$ cat src/rtl/ram_port_arbiter_pkg.sv
// Shared definitions for the RAM port arbiter: widths, limits and small
// helpers used by the arbiter and its round-robin picker.
`ifndef DATA_ROW_WIDTH
`define DATA_ROW_WIDTH 32
`endif
`ifndef DATA_ADDRESS_WIDTH
`define DATA_ADDRESS_WIDTH 8
`endif

package ram_port_arbiter_pkg;

  // Largest supported requester count; the tag width is sized for NUM_REQ.
  localparam int RAM_ARB_MAX_REQ    = 8;
  localparam int DATA_ROW_WIDTH     = `DATA_ROW_WIDTH;
  localparam int DATA_ADDRESS_WIDTH = `DATA_ADDRESS_WIDTH;

  // Width of a requester index (at least one bit).
  function automatic int tag_w(input int n);
    return (n <= 2) ? 1 : $clog2(n);
  endfunction

  // Position of requester idx in the rotated priority order starting at ptr.
  function automatic int rot_dist(input int idx, input int ptr, input int n);
    return (idx >= ptr) ? (idx - ptr) : (idx + n - ptr);
  endfunction

endpackage

$ cat src/rtl/ram_port_arbiter_if.sv
// Requester and RAM-side signal bundle of the RAM port arbiter.
//
// Handshake: requester i presents an operation by raising iReqValid[i] with
// iReqWrite/iReqAddr/iReqData; the operation is accepted on the rising Clock
// edge where iReqValid[i] & oReqGrant[i] are both 1. oReqGrant is
// combinational and may depend on iReqValid, so the requester must hold all
// its fields stable until accepted. Read data comes back on oRspValid[i] /
// oRspData slice i exactly one cycle after acceptance; writes return nothing.
interface ram_port_arbiter_if
  import ram_port_arbiter_pkg::*;
#(
  parameter int DATA_WIDTH = DATA_ROW_WIDTH,
  parameter int ADDR_WIDTH = DATA_ADDRESS_WIDTH,
  parameter int NUM_REQ    = 4
);
  logic [NUM_REQ-1:0]            iReqValid;
  logic [NUM_REQ-1:0]            iReqWrite;
  logic [NUM_REQ*ADDR_WIDTH-1:0] iReqAddr;
  logic [NUM_REQ*DATA_WIDTH-1:0] iReqData;
  logic [NUM_REQ-1:0]            oReqGrant;
  logic [NUM_REQ-1:0]            oRspValid;
  logic [NUM_REQ*DATA_WIDTH-1:0] oRspData;
  logic                          oRamWriteEnable;
  logic [ADDR_WIDTH-1:0]         oRamWriteAddr;
  logic [DATA_WIDTH-1:0]         oRamWriteData;
  logic [ADDR_WIDTH-1:0]         oRamReadAddr0;
  logic [ADDR_WIDTH-1:0]         oRamReadAddr1;
  logic [DATA_WIDTH-1:0]         iRamData0;
  logic [DATA_WIDTH-1:0]         iRamData1;

  // Requesters plus the RAM model drive this side.
  modport master (
    output iReqValid, iReqWrite, iReqAddr, iReqData, iRamData0, iRamData1,
    input  oReqGrant, oRspValid, oRspData, oRamWriteEnable, oRamWriteAddr,
           oRamWriteData, oRamReadAddr0, oRamReadAddr1
  );

  // The arbiter sits on this side.
  modport slave (
    input  iReqValid, iReqWrite, iReqAddr, iReqData, iRamData0, iRamData1,
    output oReqGrant, oRspValid, oRspData, oRamWriteEnable, oRamWriteAddr,
           oRamWriteData, oRamReadAddr0, oRamReadAddr1
  );
endinterface

$ cat src/rtl/ram_port_arbiter_rr_select.sv
// Rotated-priority picker: finds the first and second set bits of a request
// mask, searching from ptr upward and wrapping modulo N.
module ram_port_arbiter_rr_select #(
  parameter int N     = 4,
  parameter int TAG_W = 2
) (
  input  logic [N-1:0]     mask,
  input  logic [TAG_W-1:0] ptr,
  output logic [N-1:0]     first_onehot,
  output logic [TAG_W-1:0] first_idx,
  output logic             first_found,
  output logic [N-1:0]     second_onehot,
  output logic [TAG_W-1:0] second_idx,
  output logic             second_found
);

  logic [N-1:0]   rot;
  logic [TAG_W:0] pos;

  // Rotate the mask so bit 0 is the pointer position, then scan upward.
  always_comb begin
    rot           = N'({mask, mask} >> ptr);
    pos           = '0;
    first_onehot  = '0;
    first_idx     = '0;
    first_found   = 1'b0;
    second_onehot = '0;
    second_idx    = '0;
    second_found  = 1'b0;
    for (int k = 0; k < N; k++) begin
      pos = {1'b0, ptr} + (TAG_W+1)'(k);
      if (pos >= (TAG_W+1)'(N)) begin
        pos = pos - (TAG_W+1)'(N);
      end
      if (rot[k]) begin
        if (!first_found) begin
          first_found  = 1'b1;
          first_idx    = pos[TAG_W-1:0];
          first_onehot = N'(1) << pos[TAG_W-1:0];
        end else if (!second_found) begin
          second_found  = 1'b1;
          second_idx    = pos[TAG_W-1:0];
          second_onehot = N'(1) << pos[TAG_W-1:0];
        end
      end
    end
  end

endmodule

$ cat src/rtl/ram_port_arbiter.sv
// Shares one RAM with 1 write port and 2 read ports among NUM_REQ requesters.
// Each cycle grants up to one write and two reads in round-robin order; a read
// hitting the address being written this cycle is deferred so it observes the
// new data. Read data is routed back, tagged, one cycle after the grant.
// NUM_REQ is expected in 2..RAM_ARB_MAX_REQ.
module ram_port_arbiter
  import ram_port_arbiter_pkg::*;
#(
  parameter int DATA_WIDTH = DATA_ROW_WIDTH,
  parameter int ADDR_WIDTH = DATA_ADDRESS_WIDTH,
  parameter int NUM_REQ    = 4
) (
  input  logic               Clock,
  input  logic               Reset_n,
  ram_port_arbiter_if.slave  bus
);

  localparam int TAG_W = tag_w(NUM_REQ);

  logic [TAG_W-1:0]   ptr;
  logic [TAG_W-1:0]   ptr_next;
  logic [TAG_W-1:0]   first_granted;

  logic [NUM_REQ-1:0] wr_mask;
  logic [NUM_REQ-1:0] rd_mask;
  logic [NUM_REQ-1:0] wr_onehot;
  logic [TAG_W-1:0]   wr_idx;
  logic               wr_found;
  logic [NUM_REQ-1:0] rd0_onehot;
  logic [TAG_W-1:0]   rd0_idx;
  logic               rd0_found;
  logic [NUM_REQ-1:0] rd1_onehot;
  logic [TAG_W-1:0]   rd1_idx;
  logic               rd1_found;
  logic [NUM_REQ-1:0] grant;

  logic [NUM_REQ-1:0] unused_wr_second_onehot;
  logic [TAG_W-1:0]   unused_wr_second_idx;
  logic               unused_wr_second_found;

  logic [ADDR_WIDTH-1:0] wr_addr;
  logic [DATA_WIDTH-1:0] wr_data;
  logic [ADDR_WIDTH-1:0] rd0_addr;
  logic [ADDR_WIDTH-1:0] rd1_addr;

  logic                  rd_tag0_valid;
  logic [TAG_W-1:0]      rd_tag0_idx;
  logic                  rd_tag1_valid;
  logic [TAG_W-1:0]      rd_tag1_idx;
  logic [NUM_REQ-1:0]    rsp_valid_q;
  logic [NUM_REQ*DATA_WIDTH-1:0] rsp_data_q;
  logic [NUM_REQ*DATA_WIDTH-1:0] rsp_data;

  // Writers compete for the single write slot.
  assign wr_mask = bus.iReqValid & bus.iReqWrite;

  ram_port_arbiter_rr_select #(.N(NUM_REQ), .TAG_W(TAG_W)) u_wr_select (
    .mask          (wr_mask),
    .ptr           (ptr),
    .first_onehot  (wr_onehot),
    .first_idx     (wr_idx),
    .first_found   (wr_found),
    .second_onehot (unused_wr_second_onehot),
    .second_idx    (unused_wr_second_idx),
    .second_found  (unused_wr_second_found)
  );

  // Select the winning write and build the reader mask, dropping reads that
  // target the address being written this cycle.
  always_comb begin
    wr_addr = '0;
    wr_data = '0;
    rd_mask = '0;
    for (int i = 0; i < NUM_REQ; i++) begin
      if (wr_onehot[i]) begin
        wr_addr = bus.iReqAddr[i*ADDR_WIDTH +: ADDR_WIDTH];
        wr_data = bus.iReqData[i*DATA_WIDTH +: DATA_WIDTH];
      end
    end
    for (int i = 0; i < NUM_REQ; i++) begin
      rd_mask[i] = bus.iReqValid[i] & ~bus.iReqWrite[i] &
                   ~(wr_found && (bus.iReqAddr[i*ADDR_WIDTH +: ADDR_WIDTH] == wr_addr));
    end
  end

  ram_port_arbiter_rr_select #(.N(NUM_REQ), .TAG_W(TAG_W)) u_rd_select (
    .mask          (rd_mask),
    .ptr           (ptr),
    .first_onehot  (rd0_onehot),
    .first_idx     (rd0_idx),
    .first_found   (rd0_found),
    .second_onehot (rd1_onehot),
    .second_idx    (rd1_idx),
    .second_found  (rd1_found)
  );

  // Route the two granted readers' addresses to the RAM read ports.
  always_comb begin
    rd0_addr = '0;
    rd1_addr = '0;
    for (int i = 0; i < NUM_REQ; i++) begin
      if (rd0_onehot[i]) rd0_addr = bus.iReqAddr[i*ADDR_WIDTH +: ADDR_WIDTH];
      if (rd1_onehot[i]) rd1_addr = bus.iReqAddr[i*ADDR_WIDTH +: ADDR_WIDTH];
    end
  end

  // Next pointer: one past the earliest granted requester in priority order.
  // The second reader always follows the first, so only the writer and the
  // first reader can be earliest.
  always_comb begin
    if (wr_found && (!rd0_found ||
        rot_dist(int'(wr_idx), int'(ptr), NUM_REQ) < rot_dist(int'(rd0_idx), int'(ptr), NUM_REQ))) begin
      first_granted = wr_idx;
    end else begin
      first_granted = rd0_idx;
    end
    ptr_next = (first_granted == TAG_W'(NUM_REQ-1)) ? '0 : first_granted + TAG_W'(1);
  end

  assign grant = wr_onehot | rd0_onehot | rd1_onehot;

  assign bus.oReqGrant       = grant;
  assign bus.oRamWriteEnable = wr_found;
  assign bus.oRamWriteAddr   = wr_addr;
  assign bus.oRamWriteData   = wr_data;
  assign bus.oRamReadAddr0   = rd0_addr;
  assign bus.oRamReadAddr1   = rd1_addr;

  // Steer RAM data to the tagged requesters; all other slices keep their value.
  always_comb begin
    rsp_data = rsp_data_q;
    for (int i = 0; i < NUM_REQ; i++) begin
      if (rd_tag0_valid && rd_tag0_idx == TAG_W'(i)) begin
        rsp_data[i*DATA_WIDTH +: DATA_WIDTH] = bus.iRamData0;
      end else if (rd_tag1_valid && rd_tag1_idx == TAG_W'(i)) begin
        rsp_data[i*DATA_WIDTH +: DATA_WIDTH] = bus.iRamData1;
      end
    end
  end

  assign bus.oRspValid = rsp_valid_q;
  assign bus.oRspData  = rsp_data;

  // Round-robin pointer, in-flight read tags and held response data.
  always_ff @(posedge Clock or negedge Reset_n) begin
    if (!Reset_n) begin
      ptr           <= '0;
      rd_tag0_valid <= 1'b0;
      rd_tag0_idx   <= '0;
      rd_tag1_valid <= 1'b0;
      rd_tag1_idx   <= '0;
      rsp_valid_q   <= '0;
      rsp_data_q    <= '0;
    end else begin
      if (|grant) begin
        ptr <= ptr_next;
      end
      rd_tag0_valid <= rd0_found;
      rd_tag0_idx   <= rd0_idx;
      rd_tag1_valid <= rd1_found;
      rd_tag1_idx   <= rd1_idx;
      rsp_valid_q   <= rd0_onehot | rd1_onehot;
      rsp_data_q    <= rsp_data;
    end
  end

endmodule

$ cat src/flat_wrapper.sv
// flat-port wrapper written by rule: the top's interface ports become plain ports
module ram_port_arbiter_flat import ram_port_arbiter_pkg::*;
#(
  parameter int DATA_WIDTH = DATA_ROW_WIDTH,
  parameter int ADDR_WIDTH = DATA_ADDRESS_WIDTH,
  parameter int NUM_REQ    = 4
)
  (Clock, Reset_n, bus_iReqValid, bus_iReqWrite, bus_iReqAddr, bus_iReqData, bus_iRamData0, bus_iRamData1, bus_oReqGrant, bus_oRspValid, bus_oRspData, bus_oRamWriteEnable, bus_oRamWriteAddr, bus_oRamWriteData, bus_oRamReadAddr0, bus_oRamReadAddr1);
  ram_port_arbiter_if #(.DATA_WIDTH(DATA_WIDTH), .ADDR_WIDTH(ADDR_WIDTH), .NUM_REQ(NUM_REQ)) bus_i ();
  input  logic Clock;
  input  logic Reset_n;
  input wire logic [$bits(bus_i.iReqValid)-1:0] bus_iReqValid;
  input wire logic [$bits(bus_i.iReqWrite)-1:0] bus_iReqWrite;
  input wire logic [$bits(bus_i.iReqAddr)-1:0] bus_iReqAddr;
  input wire logic [$bits(bus_i.iReqData)-1:0] bus_iReqData;
  input wire logic [$bits(bus_i.iRamData0)-1:0] bus_iRamData0;
  input wire logic [$bits(bus_i.iRamData1)-1:0] bus_iRamData1;
  output wire logic [$bits(bus_i.oReqGrant)-1:0] bus_oReqGrant;
  output wire logic [$bits(bus_i.oRspValid)-1:0] bus_oRspValid;
  output wire logic [$bits(bus_i.oRspData)-1:0] bus_oRspData;
  output wire logic [$bits(bus_i.oRamWriteEnable)-1:0] bus_oRamWriteEnable;
  output wire logic [$bits(bus_i.oRamWriteAddr)-1:0] bus_oRamWriteAddr;
  output wire logic [$bits(bus_i.oRamWriteData)-1:0] bus_oRamWriteData;
  output wire logic [$bits(bus_i.oRamReadAddr0)-1:0] bus_oRamReadAddr0;
  output wire logic [$bits(bus_i.oRamReadAddr1)-1:0] bus_oRamReadAddr1;
  assign bus_i.iReqValid = bus_iReqValid;
  assign bus_i.iReqWrite = bus_iReqWrite;
  assign bus_i.iReqAddr = bus_iReqAddr;
  assign bus_i.iReqData = bus_iReqData;
  assign bus_i.iRamData0 = bus_iRamData0;
  assign bus_i.iRamData1 = bus_iRamData1;
  assign bus_oReqGrant = bus_i.oReqGrant;
  assign bus_oRspValid = bus_i.oRspValid;
  assign bus_oRspData = bus_i.oRspData;
  assign bus_oRamWriteEnable = bus_i.oRamWriteEnable;
  assign bus_oRamWriteAddr = bus_i.oRamWriteAddr;
  assign bus_oRamWriteData = bus_i.oRamWriteData;
  assign bus_oRamReadAddr0 = bus_i.oRamReadAddr0;
  assign bus_oRamReadAddr1 = bus_i.oRamReadAddr1;
  ram_port_arbiter #(.DATA_WIDTH(DATA_WIDTH), .ADDR_WIDTH(ADDR_WIDTH), .NUM_REQ(NUM_REQ)) u_core (.Clock(Clock), .Reset_n(Reset_n), .bus(bus_i));
endmodule
$ cat config.mk
export PLATFORM = sky130hd
export DESIGN_NAME = ram_port_arbiter_flat
export DESIGN_NICKNAME = d
export VERILOG_FILES = /design/src/rtl/ram_port_arbiter_pkg.sv /design/src/rtl/ram_port_arbiter_if.sv /design/src/rtl/ram_port_arbiter_rr_select.sv /design/src/rtl/ram_port_arbiter.sv /design/src/flat_wrapper.sv
export SDC_FILE = /design/constraint.sdc
export NUM_CORES = 1
export LEC_CHECK = 0
export ABC_CLOCK_PERIOD_IN_PS = 8500
export CAP_MARGIN = 15
export CORE_MARGIN = 2
export CORE_UTILIZATION = 40
export CTS_BUF_LIST = sky130_fd_sc_hd__clkbuf_4
export DETAILED_ROUTE_END_ITERATION = 12
export DONT_BUFFER_PORTS = 1
export HOLD_SLACK_MARGIN = 0.06
export PLACE_DENSITY = 0.56
export SETUP_SLACK_MARGIN = 0.4
export SKIP_LAST_GASP = 1
export SYNTH_ARGS = -nofsm -noshare
export SYNTH_HDL_FRONTEND = slang
export SYNTH_SLANG_ARGS = --single-unit
$ cat constraint.sdc
create_clock -name Clock -period 8.5 [get_ports Clock]
set_input_delay 0.85 -clock Clock [delete_from_list [all_inputs] [get_ports Clock]]
set_output_delay 0.85 -clock Clock [all_outputs]
set_load 0.02 [all_outputs]
Word-level counts from Yosys, hierarchy flattened
Index checks and enable logic that the tools add are counted.

operators by class
  $add $sub $neg = 14
  multipliers = 0
  div/mod/pow operators = 0
  magnitude comparators = 7
  eq/ne operators = 11
  shifts and indexed selects = 6
  mux-type cells = 90
  bitwise logic cells = 20
  reduce and logical (&&, ||, !) cells = 18

operators with widths
  cell                 number
  $mux 32              14
  $mux 8               12
  $mux 4               22
  $sub 32x3->32        2
  $mux 2               28
  $eq 8x8->1           4
  $lt 32x32->1         1
  $shl 1x2->4 const A  4
  $shr 8x2->4          2
  $mux 1               14
  $logic_and 1x1->1    13
  $or 4x4->4           3
  $eq 2x2->1 const B   5
  $ge 3x3->1 const B   3
  $add 2x3->4 const B  2
  $and 1x1->1          8
  $not 1->1            8
  $sub 2x1->2 const B  4
  $add 2x2->3 const B  2
  $sub 2x2->3          2
  $and 4x4->4          1
  $eq 2x1->1 const B   2
  $ge 2x2->1           2
  $logic_not 2->1      2
  other kinds (6)      6

storage, ports and cells
  flip-flop bits (word level) = 140
  latch bits = 0
  memory bits (writable) = 0
  ROM bits = 0
  input port bits = 234
  logic and storage cells = 173
  memories kept = 0

Logic depth before layout (Yosys ltp)
Gate-level depths: netlist of run 1.

  word-level depth = 35
  depth in mapped cells = 33
  mapped depth without buffers = 27

By module
A second synthesis of run 1 with hierarchy kept.

second synthesis, totals
  cells, all modules = 1292
  area, all modules = 10644.0 µm²

modules (own cells, without submodules)
  module                      times used  cells an instance  area an instance (µm²)  seq. area each (µm²)
  ram_port_arbiter            1           1052               8967.4                  3503.4
  ram_port_arbiter_rr_select  2           120                838.3                   0.0

Worst setup path after synthesis of run 1
OpenSTA, ideal clock, no wires.

  path kind = register -> register
  start = reg u_core.ptr[0]
  end = reg u_core.ptr[0]
  setup time = 0.129 ns
  data arrival time = 6.700 ns
  setup slack = 1.672 ns
  cell stages (with the launch flop) = 33
  buffers on the path = 5
  cells stage by stage = dfrtp_1 > buf_2 > buf_2 > inv_1 > buf_2 > ha_1 > clkbuf_1 > nand2_1 > nor2_1 > a221oi_4 > and2_1 > buf_6 > a31oi_1 > a2111oi_0 > or4_1 > or4_4 > o21ai_4 > o211ai_1 > ha_1 > nor2b_1 > a211o_1 > o221a_2 > inv_1 > ha_1 > fa_1 > ha_1 > a21boi_0 > o21ai_0 > a31oi_1 > a21oi_1 > nor2_1 > a21oi_1 > mux2i_1

between the ends
  cells in the longest elaborated chain, start to end = 35
  elaborated cells between the ends (all ways) = 110

ends and longest elaborated chain
  element                                           line                              source
  from (decl)                                       ram_port_arbiter.sv:20            logic [TAG_W-1:0] ptr;
  from (signal assigned)                            ram_port_arbiter.sv:156           ptr <= ptr_next;
  $add 2x1->3, or another cell as far along         ram_port_arbiter_rr_select.sv:31  pos = {1'b0, ptr} + (TAG_W+1)'(k);
  $ge 3x3->1, or another cell as far along          ram_port_arbiter_rr_select.sv:32  if (pos >= (TAG_W+1)'(N)) begin
  $mux 2 / $shl 1x2->4 (equally long branches)      n/a
  $shl 1x2->4 / $mux 4 (equally long branches)      n/a
  $mux 4                                            ram_port_arbiter_rr_select.sv:36  if (!first_found) begin
  $mux 4                                            ram_port_arbiter_rr_select.sv:35  if (rot[k]) begin
  $mux 4                                            ram_port_arbiter_rr_select.sv:36
  $mux 4                                            ram_port_arbiter_rr_select.sv:35
  (+18 left out)                                    n/a
  via u_core.rd0_idx[0]                             ram_port_arbiter.sv:30            logic [TAG_W-1:0] rd0_idx;
  (+1 left out)                                     n/a
  $sub 32x3->32                                     ram_port_arbiter_pkg.sv:24        return (idx >= ptr) ? (idx - ptr) : (idx + n - ptr);
  $mux 32                                           ram_port_arbiter_pkg.sv:24
  $lt 32x32->1                                      ram_port_arbiter.sv:112           rot_dist(int'(wr_idx), int'(ptr), NUM_REQ) < rot_dist(int'(rd0_idx), int'(ptr), NUM_REQ))) begin
  $logic_or 1x1->1                                  ram_port_arbiter.sv:111           if (wr_found && (!rd0_found ||
  $logic_and 1x1->1                                 ram_port_arbiter.sv:111
  $mux 2 (*)                                        ram_port_arbiter.sv:111
  $add 2x1->2 / $eq 2x2->1 (equally long branches)  ram_port_arbiter.sv:117           ptr_next = (first_granted == TAG_W'(NUM_REQ-1)) ? '0 : first_granted + TAG_W'(1);
  $mux 2 (*)                                        ram_port_arbiter.sv:117

The timed path passes the listed nets; every way through them passes the cells marked *.
A chain may end at the register's enable or synchronous reset.

Final worst setup path of run 1
  start = reg u_core.ptr[0]
  end = out bus_oRamReadAddr0[4]

between the ends
  cells in the longest elaborated chain, start to end = 30
  elaborated cells between the ends (all ways) = 66

ends and longest elaborated chain
  element                                       line                              source
  $add 2x1->3, or another cell as far along     ram_port_arbiter_rr_select.sv:31
  $ge 3x3->1, or another cell as far along      ram_port_arbiter_rr_select.sv:32
  $mux 2 / $shl 1x2->4 (equally long branches)  n/a
  $shl 1x2->4 / $mux 4 (equally long branches)  n/a
  $mux 4                                        ram_port_arbiter_rr_select.sv:36
  $mux 4                                        ram_port_arbiter_rr_select.sv:35
  $mux 4                                        ram_port_arbiter_rr_select.sv:36
  $mux 4                                        ram_port_arbiter_rr_select.sv:35
  (+12 left out)                                n/a
  $mux 4                                        ram_port_arbiter_rr_select.sv:36
  $mux 4                                        ram_port_arbiter_rr_select.sv:35
  $mux 4                                        ram_port_arbiter_rr_select.sv:36
  $mux 4                                        ram_port_arbiter_rr_select.sv:35
  $mux 4                                        ram_port_arbiter_rr_select.sv:36
  $mux 4 (*)                                    ram_port_arbiter_rr_select.sv:35
  $mux 8 (3 in series)                          ram_port_arbiter.sv:102           if (rd0_onehot[i]) rd0_addr = bus.iReqAddr[i*ADDR_WIDTH +: ADDR_WIDTH];
  $mux 8 (*)                                    ram_port_arbiter.sv:102
  to (decl)                                     flat_wrapper.sv:24                output wire logic [$bits(bus_i.oRamReadAddr0)-1:0] bus_oRamReadAddr0;

Every way passes the cells marked *; elsewhere a longest branch is shown, timed or not.

==> results.md, run 1 <==
- The flow ran to the end, and the final reports show no timing, DRC or antenna violations.
- During synthesis, Yosys emitted a total of 0 warnings.
- The power spent charging and discharging nets is 3790 uW.
- The layout overhead on the synthesized area is 7.21%.
- 427 I/O pins were placed.
- The reg-to-reg setup timing slack is 1.06 ns.
- Counting along the longest clock path gives a buffer depth of 2.
- The pin count of the biggest net entering global routing is 141.
- The die is 170 um tall.
- Synthesis produced a netlist with a net count of 1607.
- The class of the tightest hold or removal check is in2async.
- The worst setup path is captured at a primary output.
- In the routed layout, each cell is associated on average with a via count of 6.52.
- The startpoint of the lowest-slack register-to-register path is u_core.ptr[0]$_DFFE_PN0P_.
- The wire length after detailed routing is 45100 um.
- The total CTS buffers is 17.
- Fill cells in the final layout number 2712.
- The clock share of power is 8.2%.
- In this run the cell area of the synthesized design comes to 0.0111 mm2.
- The kind of critical path is reg2out.
- The initial antenna violation count is 2.
- The leakage power total is 0.00526 uW.
- Sequential elements use 31.6% of the synthesized area.
- Yosys attributes the largest share of cell area to dfrtp_1 32%, mux2i_1 13%, o21ai_0 11%.
- At the end of the flow the core is filled with cells to 43.8%.
- The number of port buffers is 0.
- For this run, the top clock speed supported by timing is 129 MHz.
- The via count of the first global-routing pass is 9931.
- For this run the aggregate overflow at the end of global routing stands at 0.
- A synthesized cell averages 8.18 um2.
- Once layout is complete, the cells apart from fillers number 1683.
- After technology mapping, the gate count stands at 1354.
- For the worst flop-to-flop path, the logic depth is 27.
- Setup repair after global routing could not meet its margin everywhere.
- The congestion estimate from routability-driven global placement came to 1.01.
- The flip-flop and latch count after synthesis is 140.
- The number of pins with negative max-slew slack in the final report is 0.
- The clock latency on the worst-skew pair is 0.53 ns.
- The endpoint identified for the worst register-to-register timing path is u_core.ptr[0]$_DFFE_PN0P_.
- For this run, design rule violations remaining after detail routing come to 0.
- The switching part of the total power is 59.2%.
- The final net count is 1550.
- The post-detailed-route wirelength per cell is 26.8 um.
- Sequential cells burn 17.5% of the power.
- The die extent in x is 170 um.
- The aggregate negative setup slack is 0 ns.
- The most used flip-flop cell after synthesis is dfrtp_1.
- The clock sink count is 140.
- The number of H-tree levels is 4.
- The number of placed instances, taps included, is 1644.
- The total power per unit cell area is 539 mW/mm2.
- The first routing iteration left 1140 violations.
- Counting I/O delays and the setup requirement, the final critical path takes 7.76 ns.
- The tool flagged a number of max-cap violations equal to 0.
- The core outline area is 0.0271 mm2.
- The worst path arrival time is 6.91 ns.
- For the pin with the worst max-slew slack, the measured transition is 1.26 ns.
- Internal power comes to 2610 uW.
- The first detailed-routing pass took 5 iterations.
- The post-route clock skew is 0.0278 ns.
- The tightest hold path in the finished design has a slack of 0.284 ns.
- The layout cell share with drive strength beyond 1 is 9.62%.
- At the worst endpoint, the required time is 7.65 ns.
- The count of final setup violators is 0.
- The count of nets left with antenna violations after detail routing is 0.
- The number of enable-type register cells in the synthesized netlist is 0.
- The total count of hold-check failures in the final report came to 0.
- The clock root buffer master is clkbuf_4.
- The largest total area in the synthesized netlist belongs to dfrtp_1.
- The clock-pin slew on the worst setup and hold paths is 0.14 ns.
- The start point of the critical path is u_core.ptr[0]$_DFFE_PN0P_.
- The type of element launching the critical path is a flip-flop.
- In this run the core area contains 60 standard-cell rows.
- In this run, the combinational gates consume 74.3% of the power.
- The portion of synthesized cell area occupied by the leading cell type is 31.6%.
- Headroom to the max-slew limit came out at 15.4%.
- In the synthesized netlist the async set-or-reset flop fraction comes to 100%.
- TritonCTS built the clock tree.
- Global routing used 29.0% of the available tracks.
- The wire length of the first global-routing pass is 64000 um.
- The number of vias after detailed routing is 11000.
- The highest ir drop seen on vdd is 0.240 mV.
- Timing analysis after detailed placement gives a worst setup slack of 0.676 ns.
- Of the available clock period, the critical path in the final layout requires 91.2%.
- Across all setup checks in the final design, the least slack found is 0.745 ns.
- The worst setup path endpoint is bus_oRamReadAddr0[4].
- Counting distinct cell types in the post-synthesis netlist gives 90.
- After legalization and detailed placement, the total HPWL measured 33100 um.
- The maximum net fanout on the critical path is 25.
- For this configuration, the core starts out at a cell density of 40.9%.
- The die covers 0.0290 mm2.
## critical path: stages (launching register included)
cell and delay [ns]:
dfrtp_1 0.43, buf_4 0.22, and4b_1 0.23, mux2i_1 0.34, nand3_1 0.18, a222oi_1 0.51
nand2_2 0.32, a31o_2 0.37, a2111oi_0 0.40, a31oi_1 0.20, o41a_1 0.68, nor2_1 0.31
o211a_1 0.35, nor2_1 0.13, a22o_1 0.23, a221o_2 0.45, a21oi_1 0.17, buf_4 0.23
a221oi_1 0.11, o31ai_1 0.27, buf_4 0.21
## synth_stat cells (5+ instances only)
library cell and count:
and3_1 7, buf_1 14, a22o_1 15, a222oi_1 6
nor2b_1 8, nor3_1 20, a31oi_1 12, o221ai_1 5
a22oi_1 11, ha_1 17, xnor2_1 17, nand3_1 15
mux2i_1 139, a2bb2oi_1 10, and2_1 5, nand4_1 9
nand2_1 223, nor4_1 11, o21ai_0 234, o22ai_1 10
nor2_1 31, a21oi_1 41, o31ai_1 8, inv_1 46
a311oi_1 7, o211ai_1 8, or3_1 7, dfrtp_1 140
clkbuf_1 92, a221o_1 44, xor2_1 14, buf_2 13
## state kept, by name, indices dropped and copies added (netlist names)
register              count
u_core.rd_tag1_valid      1
u_core.bus.oRspValid      4
u_core.rsp_data_q       128
u_core.rd_tag0_valid      1
u_core.ptr                2
u_core.rd_tag0_idx        2
u_core.rd_tag1_idx        2
## how the worst min path moves through the flow
stage                                             end  slack [ns]  depth (start not counted)
floorplan           u_core.bus.oRspValid[0]$_DFF_PN0_        0.55                          0
global route          u_core.rsp_data_q[98]$_DFF_PN0_        0.28                          1
global placement     u_core.rsp_data_q[102]$_DFF_PN0_        0.56                          0
detailed placement    u_core.rsp_data_q[70]$_DFF_PN0_        0.56                          0
finish                u_core.rsp_data_q[70]$_DFF_PN0_        0.28                          1
CTS                   u_core.rsp_data_q[70]$_DFF_PN0_        0.27                          1
## final cells by class
| type | count | area (um2) | share of cell area, % |
|---|---|---|---|
| multi-input combinational | 1043 | 6950 | 58.5 |
| sequential | 140 | 3500 | 29.5 |
| tap | 372 | 465 | 3.92 |
| timing repair buffer | 48 | 425 | 3.58 |
| clock inverter | 14 | 218 | 1.83 |
| inverter | 47 | 176 | 1.49 |
| clock buffer | 18 | 135 | 1.14 |
| antenna | 1 | 2.50 | 0.0211 |
## cells by family after synthesis
group           Yosys count  synth area share [%]
compound gates          484                  29.5
mux                     141                  12.9
simple gates            367                  15.0
xor+xnor                 31                  2.45
buf+inv                 172                  6.28
flops                   140                  31.6
fa+ha+maj                19                  2.28
## routing by layer
layer / vias up / wire [um] / GRT usage [%]
met4: 2 / 1470 / 10.1
met5: - / 13 / 0
met1: 5259 / 18300 / 38.2
met3: 106 / 5810 / 11.0
met2: 716 / 19600 / 43.3
li1: 4885 / - / -
## cells in the final DEF (no fill, tap or decap), drive strengths merged, types with 5 or more instances in the layout
master / instances
nand2: 224
and2: 10
inv: 47
dfrtp: 140
nand4: 9
and3: 7
a22o: 15
o31ai: 8
xnor2: 17
o221ai: 5
a21oi: 42
a2bb2oi: 10
nor2b: 8
a22oi: 11
nor4: 11
o22ai: 10
mux2i: 139
ha: 17
bufinv: 5
a222oi: 6
or3: 7
a31oi: 13
nor3: 21
a221o: 44
a2111oi: 5
o211ai: 8
a221oi: 5
clkinv: 7
a311oi: 9
clkbuf: 18
or4: 5
nor2: 32
o21ai: 237
xor2: 14
or2: 6
nand3: 15
buf: 48
## power by group through the flow
stage	Combinational (uW)	Clock, uW	Sequential, uW
final	4760	527	1120
after global routing	5080	567	1150
after CTS	4650	541	1120
after detailed placement	4610	0	1130
after global placement	4580	0	1120
after floorplan	3460	0	1100
## timing repair
item / CTS / global route
hold endpoints to repair: 140 / 0
endpoints found under the setup margin: 13 / 20
hold buffers: 1 / 0
gates cloned: 0 / 1
pin swaps: 0 / 1
gates resized for setup: 2 / 5
buffers inserted: 0 / 3
## metrics by stage
stage	cell area (um2)	power (uW)
finish	11900	6410
detailed placement	11400	5750
global placement	11400	5710
floorplan	11100	4550
global route	11900	6790
CTS	11800	6310
Power figures use the tool's default switching activity.
==> inputs of run 2 (changes only) <==
--- a/config.mk
+++ b/config.mk
@@ -14,7 +14,6 @@
 export DONT_BUFFER_PORTS = 1
 export HOLD_SLACK_MARGIN = 0.06
 export PLACE_DENSITY = 0.56
-export SETUP_SLACK_MARGIN = 0.4
 export SKIP_LAST_GASP = 1
 export SYNTH_ARGS = -nofsm -noshare
 export SYNTH_HDL_FRONTEND = slang
==> constraint.sdc (replaced) <==
create_clock -name Clock -period 8.5 [get_ports Clock]
set_input_delay 0.85 -clock Clock [delete_from_list [all_inputs] [get_ports Clock]]
set_output_delay 0.85 -clock Clock [all_outputs]
set_load 0.1 [all_outputs]
==> results.md, run 2 (synthesis gave the netlist of run 1 again) <==
- The clock root buffer master is clkbuf_4.
- The aggregate negative setup slack is 0 ns (unchanged).
- The post-layout utilization of the core is 47.3% (+3.5 points).
- The number of port buffers is 0 (unchanged).
- The count of nets left with antenna violations after detail routing came to 0 (unchanged).
- The startpoint identified for the worst register-to-register timing path is u_core.ptr[0]$_DFFE_PN0P_.
- The post-detailed-route DRC marker count came to 0 (unchanged).
- The flip-flop count of the largest register, all copies and words added was 128 (unchanged).
- The normalized max-slew margin is 18.6% (+3.2 points).
- The number of standard cells in the layout, taps in and fillers out is 1696 (+0.77%).
- The clock sink count came to 140 (unchanged).
- The post-detailed-route wirelength per cell is 26.7 um (-0.61%).
- The count of routing violations after the opening detailed-route iteration was 1236 (+8.4%).
- STA classifies the critical path endpoint as a primary output.
- The global router's overall resource usage was 29.5% (+0.55 points).
- The total count of hold-check failures in the final report is 0 (unchanged).
- The number of max-cap violations came to 0 (unchanged).
- The wire length of the first global-routing pass is 65500 um (+2.4%).
- The wire length after detailed routing is 45200 um (+0.16%).
- The initial antenna violation count was 2 (unchanged).
- The post-route fraction of the period consumed by the critical path is 95.5% (+4.3 points).
- The full die area is 0.0290 mm2 (unchanged).
- The number of cell rows was 60 (unchanged).
- The count of final setup violators is 0 (unchanged).
- The number of placed I/O pins is 427 (unchanged).
- The signal on the critical path passes through buf_4 > nor2b_1 > nand4_1 > a21oi_2 > a221o_1 > or2_4 > nor2_1 > and3_1 > or4_1 > or4_4 > o21ai_4 > buf_4 > a311oi_1 > a31oi_2 > a2bb2oi_1 > inv_1 > or2_2 > o21ai_2 > buf_12.
- The via count of the first global-routing pass is 10400 (+5.1%).
- The buffer and inverter count on the worst path came to 4 (+1).
- The overflow left after global routing was 0 (unchanged).
- The per-cell via count in the routed design is 6.63 (+1.7%).
- Leaving out fill and tap cells, the most frequent cell in the layout is nand2_1.
- The cell occurring most often along the worst timing path is buf_4.
- The slowest stage of the critical path is the or4_4 cell.
- STA classifies the critical path startpoint as a flip-flop.
- The layout cell share with drive strength beyond 1 was 23.4% (+14 points).
- The maximum net fanout on the critical path is 50 (+100%).
- The worst endpoint required time is 7.65 ns (about the same).
- The TritonCTS clock tree is built.
- The core outline area is 0.0271 mm2 (unchanged).
- The class of the tightest hold or removal check is in2async.
- The final critical delay including setup and external delays is 8.12 ns (+0.365 ns).
- The clock-pin slew on the worst setup and hold paths came to 0.15 ns (about the same).
- The number of H-tree levels is 4 (unchanged).
- The post-CTS setup buffer count is 0 (unchanged).
- The maximum buffer depth of the clock tree is 2 (unchanged).
- The die extent in y is 170 um (unchanged).
- The final net count was 1564 (+0.90%).
- The clock latency on the worst-skew pair was 0.54 ns (about the same).
- The start point of the critical path is u_core.ptr[0]$_DFFE_PN0P_.
- The worst hold slack came to 0.238 ns (-0.0465 ns).
- The worst path arrival time is 7.27 ns (+0.36 ns).
- The total of fill cells in the finished design is 2573 (-5.1%).
- The global placement routability congestion was 1.04 (+3.0%).
- The sum of net half-perimeters after detailed placement was 33500 um (+0.98%).
- The post-route clock skew is 0.0199 ns (-0.00796 ns).
- The number of vias after detailed routing came to 11200 (+2.4%).
- Leaving out fill and tap cells, the most frequent cells in the layout are 223 x nand2_1, 171 x o21ai_2, 139 x mux2i_1, 139 x dfrtp_1, 63 x o21ai_0.
- The total placed cells including tap cells is 1660 (+0.97%).
- The die extent in x was 170 um (unchanged).
- The initial core utilization is 40.9% (unchanged).
- The slew at the pin closest to its max-slew limit came to 1.22 ns (-0.0344 ns).
- The pin count of the biggest net entering global routing is 141 (unchanged).
- The highest achievable clock rate came to 123 MHz (-4.5%).
- The number of pins with negative max-slew slack in the final report was 0 (unchanged).
- The critical path is of the reg2out type.
- The register ranked first by flip-flop count is u_core.rsp_data_q.
- Setup repair after global routing left no endpoint under its margin.
- The largest stage delay on the critical path was 0.58 ns (-0.10 ns).
- The area growth from synthesis to layout is 15.7%.
- The flow ran to the end, and the final reports show no timing, DRC or antenna violations.
- The total CTS buffers came to 17 (unchanged).
- The top cell family by delay on the critical path is simple AND/OR/NAND/NOR gates.
- The number of detailed-routing iterations run before antenna repair is 6 (+1).
-- run 2: cell types whose count changed in the layout (fill, tap and decap cells not counted), sizes merged --
cell | before | now
bufinv | 5 | 4
or2 | 6 | 5
buf | 48 | 62
clkinv | 7 | 3
inv | 47 | 52
-- run 2: per-layer routing --
| layer | up-vias | track usage [%] | part of all wire [%] |
|---|---|---|---|
| li1 | 5012 | - | - |
| met1 | 5397 | 37.7 | 39 |
| met2 | 729 | 45.1 | 45 |
| met3 | 96 | 11.9 | 13 |
| met4 | 2 | 10.2 | 3.1 |
| met5 | - | 0 | 0.024 |
-- run 2: worst paths after layout --
kind	slack [ns]	depth (start not counted)	to
worst min register to register	0.59	2	u_core.rsp_data_q[93]$_DFF_PN0_
min in group Clock	0.48	2	u_core.rsp_data_q[93]$_DFF_PN0_
worst max-delay path	0.38	19	bus_oRamReadAddr1[6]
worst min-delay path	0.24	1	u_core.rsp_data_q[38]$_DFF_PN0_
worst max register to register	0.69	27	u_core.ptr[0]$_DFFE_PN0P_
max in group asynchronous	7.65	1	u_core.rsp_data_q[26]$_DFF_PN0_
-- run 2: area by class of cell --
class / instances / area (um2) / area share [%]
antenna: 1 / 2.50 / 0.0195
sequential: 140 / 3500 / 27.3
timing repair buffer: 63 / 729 / 5.69
multi-input combinational: 1042 / 7600 / 59.3
clock inverter: 14 / 210 / 1.64
clock buffer: 17 / 128 / 0.995
inverter: 47 / 176 / 1.38
tap: 372 / 465 / 3.63
-- run 2: stage by stage --
stage | worst slack [ns] | instance area [um2]
floorplan | 0.0183 | 11100
global placement | 0.474 | 12400
detailed placement | 0.402 | 12400
CTS | 0.0910 | 12800
global route | 0.0600 | 12800
finish | 0.380 | 12800
-- run 2: repair_timing --
item                       CTS  global route
hold endpoints to repair   140             0
gates resized for setup      1             4
setup endpoints to repair    8            17
hold buffers                 1             0
cloned                       0             0
Power of run 2 is left out: the tool's default activity adds up to more than one toggle a clock period on the data nets, which glitch-free logic cannot reach.
